## config.mk

```make
export PLATFORM = sky130hd
export DESIGN_NAME = adc_switch_sequencer
export DESIGN_NICKNAME = d
export VERILOG_FILES = /design/src/rtl/adc_switch_sequencer.sv
export SDC_FILE = /design/constraint.sdc
export NUM_CORES = 1
export LEC_CHECK = 0
export CORE_ASPECT_RATIO = 0.6
export CORE_MARGIN = 1.5
export CORE_UTILIZATION = 57
export DETAILED_ROUTE_END_ITERATION = 16
export PLACE_DENSITY_LB_ADDON = 0.1
export SLEW_MARGIN = 20
export SYNTH_ARGS = -nofsm -noshare
export SYNTH_HDL_FRONTEND = slang
export SYNTH_SLANG_ARGS = --single-unit
```

## constraint.sdc

```tcl
create_clock -name clock -period 4 [get_ports clock]
set_clock_uncertainty 0.2 [all_clocks]
set_input_delay 1.2 -clock clock [delete_from_list [all_inputs] [get_ports clock]]
set_output_delay 1.2 -clock clock [all_outputs]
set_load 0.05 [all_outputs]
```

## src/rtl/adc_switch_sequencer.sv

```systemverilog
// Sequences the two-input ADC switch/summer through phases A (in0), B (in1), C (in0+in1).
// Latency: a CTRL write strobed in cycle t asserts k*_en/phase/busy in cycle t+2; all outputs registered.
// Backpressure: none; settings bus writes always accepted, sequencing free-runs until aborted or single-shot ends.
//
// Ports:
//   clock, reset                 - system clock, synchronous active-high reset
//   serial_addr/data/strobe      - settings bus (CTRL, DWELL, BLANK registers)
//   k0_en, k1_en                 - switch enables for in0 / in1 (1 = closed)
//   phase                        - 0 idle, 1 A, 2 B, 3 C
//   sample_valid                 - high on acquire cycles
//   frame_done                   - pulse on last acquire cycle of the highest enabled phase
//   busy                         - high whenever not idle
module adc_switch_sequencer #(
  parameter logic [6:0] ADDR_CTRL  = 7'd80,
  parameter logic [6:0] ADDR_DWELL = 7'd81,
  parameter logic [6:0] ADDR_BLANK = 7'd82
) (
  input  logic        clock,
  input  logic        reset,
  input  logic [6:0]  serial_addr,
  input  logic [31:0] serial_data,
  input  logic        serial_strobe,
  output logic        k0_en,
  output logic        k1_en,
  output logic [1:0]  phase,
  output logic        sample_valid,
  output logic        frame_done,
  output logic        busy
);

  typedef enum logic [1:0] {
    S_IDLE  = 2'd0,
    S_BLANK = 2'd1,
    S_ACQ   = 2'd2
  } state_t;

  state_t      state;
  state_t      nxt_state;
  logic [4:0]  ctrl;
  logic [15:0] dwell;
  logic [15:0] blank;
  logic [15:0] shadow_dwell;
  logic [15:0] cnt;
  logic [1:0]  cur_ph;

  logic [1:0]  nxt_ph;
  logic [15:0] nxt_cnt;
  logic [15:0] nxt_shadow;
  logic        nxt_fd;
  logic        enter;
  logic [1:0]  enter_ph;
  logic        abort;

  logic        enable;
  logic [2:0]  mask;
  logic        single_shot;
  logic        unused_data;

  assign enable      = ctrl[0];
  assign mask        = ctrl[3:1];
  assign single_shot = ctrl[4];
  // Upper settings-bus bits carry nothing for this block.
  assign unused_data = ^serial_data[31:16];

  function automatic logic ph_enabled(input logic [1:0] ph, input logic [2:0] m);
    case (ph)
      2'd1:    ph_enabled = m[0];
      2'd2:    ph_enabled = m[1];
      2'd3:    ph_enabled = m[2];
      default: ph_enabled = 1'b0;
    endcase
  endfunction

  // Next enabled phase after cur in A->B->C->A order; cur=0 yields the first
  // enabled phase, and a lone enabled phase returns itself.
  function automatic logic [1:0] first_after(input logic [1:0] cur, input logic [2:0] m);
    logic [1:0] p;
    first_after = 2'd0;
    p = cur;
    for (int i = 0; i < 3; i++) begin
      p = (p == 2'd3) ? 2'd1 : p + 2'd1;
      if (ph_enabled(p, m) && (first_after == 2'd0)) first_after = p;
    end
  endfunction

  function automatic logic [1:0] highest(input logic [2:0] m);
    if (m[2])      highest = 2'd3;
    else if (m[1]) highest = 2'd2;
    else if (m[0]) highest = 2'd1;
    else           highest = 2'd0;
  endfunction

  always_comb begin
    nxt_state  = state;
    nxt_ph     = cur_ph;
    nxt_cnt    = cnt;
    nxt_shadow = shadow_dwell;
    enter      = 1'b0;
    enter_ph   = 2'd0;
    abort      = (state != S_IDLE) && (!enable || !ph_enabled(cur_ph, mask));

    case (state)
      S_IDLE: begin
        if (enable && (mask != 3'd0)) begin
          enter    = 1'b1;
          enter_ph = first_after(2'd0, mask);
        end
      end
      S_BLANK: begin
        if (abort) begin
          nxt_state = S_IDLE;
        end else if (cnt == 16'd1) begin
          nxt_state = S_ACQ;
          nxt_cnt   = (shadow_dwell == 16'd0) ? 16'd1 : shadow_dwell;
        end else begin
          nxt_cnt = cnt - 16'd1;
        end
      end
      S_ACQ: begin
        if (abort) begin
          nxt_state = S_IDLE;
        end else if (cnt == 16'd1) begin
          // The registered frame_done marks this as the frame's final cycle.
          if (frame_done && single_shot) begin
            nxt_state = S_IDLE;
          end else begin
            enter    = 1'b1;
            enter_ph = first_after(cur_ph, mask);
          end
        end else begin
          nxt_cnt = cnt - 16'd1;
        end
      end
      default: nxt_state = S_IDLE;
    endcase

    // Phase entry: snapshot DWELL for this phase; BLANK loads the counter
    // directly, and a zero BLANK drops straight into acquire.
    if (enter) begin
      nxt_ph     = enter_ph;
      nxt_shadow = dwell;
      if (blank != 16'd0) begin
        nxt_state = S_BLANK;
        nxt_cnt   = blank;
      end else begin
        nxt_state = S_ACQ;
        nxt_cnt   = (dwell == 16'd0) ? 16'd1 : dwell;
      end
    end

    if (nxt_state == S_IDLE) begin
      nxt_ph  = 2'd0;
      nxt_cnt = 16'd0;
    end

    nxt_fd = (nxt_state == S_ACQ) && (nxt_cnt == 16'd1) && (nxt_ph == highest(mask));
  end

  always_ff @(posedge clock) begin
    if (reset) begin
      state        <= S_IDLE;
      ctrl         <= 5'd0;
      dwell        <= 16'd0;
      blank        <= 16'd0;
      shadow_dwell <= 16'd0;
      cnt          <= 16'd0;
      cur_ph       <= 2'd0;
      k0_en        <= 1'b0;
      k1_en        <= 1'b0;
      phase        <= 2'd0;
      sample_valid <= 1'b0;
      frame_done   <= 1'b0;
      busy         <= 1'b0;
    end else begin
      state        <= nxt_state;
      cnt          <= nxt_cnt;
      cur_ph       <= nxt_ph;
      shadow_dwell <= nxt_shadow;

      k0_en        <= (nxt_ph == 2'd1) || (nxt_ph == 2'd3);
      k1_en        <= (nxt_ph == 2'd2) || (nxt_ph == 2'd3);
      phase        <= nxt_ph;
      sample_valid <= (nxt_state == S_ACQ);
      frame_done   <= nxt_fd;
      busy         <= (nxt_state != S_IDLE);

      // A bus write to CTRL takes priority over the single-shot self-clear.
      if (serial_strobe && (serial_addr == ADDR_CTRL)) begin
        ctrl <= serial_data[4:0];
      end else if (frame_done && single_shot) begin
        ctrl[0] <= 1'b0;
      end
      if (serial_strobe && (serial_addr == ADDR_DWELL)) dwell <= serial_data[15:0];
      if (serial_strobe && (serial_addr == ADDR_BLANK)) blank <= serial_data[15:0];
    end
  end

endmodule

```

==> flow_metrics.tcl <==
set metrics [dict create \
    status "completed" \
    crit_chain "ha_1 > or3b_2 > nor4_4 > a31oi_4 > buf_4 > o211ai_1 > a21oi_1 > a2111oi_2 > nand4_1 > a311oi_1" \
    slowest_delay_ns 0.55 \
    finalMaxSlewViolations 0 \
    grt_max_degree 54 \
    crit_type "reg2reg" \
    routed_wl_um 13700 \
    crit_path_start_kind "flop" \
    min_period_ns 3.73 \
    fp-row-count 24 \
    cellLeakagePower_nw 1.77 \
    grtUsageTotal_pct 34.2 \
    clkLatencyLatePin_ns 0.33 \
    synth_most_common_cell "nand2_1" \
    die_h_um 71.0 \
    timing.final.hold_violations 0 \
    ys_ff_latch 77 \
    cts.clk_slew.worst_paths_ns 0.06 \
    fin_crit_sh_pct 93.3 \
    cts_buffers 9 \
    relSlewSlack_pct 51.4 \
    tightest_slew_ns 0.728 \
    nNetsFinal 641 \
    path_buf_inv 1 \
    die_w_um 116 \
    wl_per_cell_um 19.7 \
    synth_edf_count 0 \
    yosysTopAreaCell "dfxtp_1" \
    syn_inst 559 \
    crit_family "compound AO/OA/AOI/OAI gates" \
    dieArea_um2 8260 \
    yosys_warnings 0 \
    cts_resized 0 \
    antenna_cells 0 \
    max_cap_viol_count 0 \
    boundaryPins 49 \
    syn_nets 613 \
    max_freq_mhz 268 \
    dp_hpwl_um 10100 \
    netlist_area_um2 4390 \
    grt_pass1_vias 4117 \
    antenna_found_initial 0 \
    setup_tns_ns 0 \
    min_path_type "reg2reg" \
    drt_pass1_iterations 6 \
    portBuffers 32 \
    ant_nets 0 \
    crit_path_end_kind "flop" \
    cpMaxStageDelayCell "a2111oi_2" \
    overflow 0 \
    synth_area_leaders "dfxtp_1 (35%), a21oi_1 (7.5%), nand2_1 (7.1%)" \
    peakVddDrop_uv 295 \
    area_growth_pct 18.3 \
    cts_setup_buffers 0 \
    start_util_pct 59.7 \
    num_vias 4585 \
    clk_path_buf_depth 2 \
    utilization_pct 70.6 \
    drive_above_1_share_pct 8.95 \
    synth-seq-area-share_pct 35.1 \
    h-tree-depth 3 \
    tritoncts "yes" \
    vias_per_cell 6.59 \
    cts_root_buf "clkbuf_16" \
    coreArea_um2 7360 \
    rsz0062_at_grt "false" \
    drtIter0Drc 633 \
    post-place-ws_ns 0.386 \
    synth_top_area_share_pct 35.1 \
    cts_hold_buf 0 \
    detail_route.drc_violations 0 \
    timing.final.ws_setup_ns 0.268 \
    synthFlopType "dfxtp_1" \
    n_fill_cell 582 \
    path_max_fanout 8 \
    p_total_w 0.00175 \
    syn_area_per_cell_um2 7.86 \
    synthTopCellsByCount "nand2_1 (83), dfxtp_1 (77), a21oi_1 (66)" \
    cp.required_ns 4.04 \
    p_per_area_nw_per_um2 336 \
    async_flop_share_pct 0 \
    routabilityCongestion 1.01 \
    yosysUniqueCellTypes 63 \
    setup_viol 0 \
    clock-sinks 77 \
    cp_data_arrival_time_ns 3.77 \
    grt_first_pass_wirelength_um 21600 \
]
==> power by group <==
part,internal (W),switching (W)
clock network,0.000610,0.000324
registers,0.000768,0.00000118
logic,0.0000254,0.0000211
total,0.00140,0.000346
==> area by class of cell <==
class	count	area [um2]	share of cell area, %
Timing Repair Buffer	52	478	9.20
Clock buffer	10	229	4.41
Multi-Input combinational cell	434	2660	51.2
Tap cell	104	130	2.50
Sequential cell	77	1540	29.7
Inverter	13	48.8	0.939
Clock inverter	6	111	2.14
==> routing by layer <==
layer / global-route usage, % / share of wire, %
met1: 50.4 / 44
met2: 49.8 / 42
met3: 9.60 / 13
met4: 7.32 / 1.4
met5: 0 / 0
==> per-stage QoR <==
step | cell area, um2 | hold slack [ns] | std cells
after floorplan | 4390 | 0.232 | 559
after global placement | 4860 | 0.248 | 680
after detailed placement | 4860 | 0.266 | 680
after CTS | 5200 | 0.273 | 696
after global routing | 5200 | 0.290 | 696
final | 5200 | 0.277 | 696
==> cell families after synthesis <==
kind of cell / after synthesis / synth area share [%]
DFF: 77 / 35.1
xor gates and xnor gates: 4 / 0.798
adders and majority gates: 12 / 3.42
and+or+nand+nor: 228 / 25.7
buffers and inverters: 48 / 4.47
muxes: 28 / 6.52
AOI/OAI and AO/OA: 162 / 24.0
==> path summary, 6_finish.rpt <==
kind | slack, ns | start | to | cells after the start
max reg2reg | 0.27 | cnt[0] | frame_done | 10
max | 0.27 | cnt[0] | frame_done | 10
min reg2reg | 0.28 | shadow_dwell[0] | shadow_dwell[0] | 2
min | 0.28 | shadow_dwell[0] | shadow_dwell[0] | 2
==> sequential cells by signal (all words and copies together) (netlist names) <==
name and flops:
blank 16, busy 1, cnt 16, ctrl 5, cur_ph 2, dwell 16, frame_done 1, k1_en 1
sample_valid 1, shadow_dwell 16, state 2
==> cell usage in the layout, fill, tap and decap left out, types with 9 or more instances in the layout <==
cell type        Yosys  layout
nand2_1             83      83
dfxtp_1             77      77
a21oi_1             66      66
nor2_1              53      53
clkdlybuf4s50_1      0      31
o21ai_0             25      25
mux2i_1             23      23
buf_4                2      19
nor4_1              18      18
inv_1               13      13
ha_1                12      12
a211oi_1            11      11
nor3_1              10      10
and2_1               9       9
clkbuf_16            0       9
==> worst register-to-register path: stages, from the launching register on <==
cell and delay, ns:
dfxtp_1 0.48, ha_1 0.23, or3b_2 0.51, nor4_4 0.48, a31oi_4 0.28, buf_4 0.24
o211ai_1 0.09, a21oi_1 0.11, a2111oi_2 0.55, nand4_1 0.17, a311oi_1 0.29
Power figures use the tool's default switching activity.
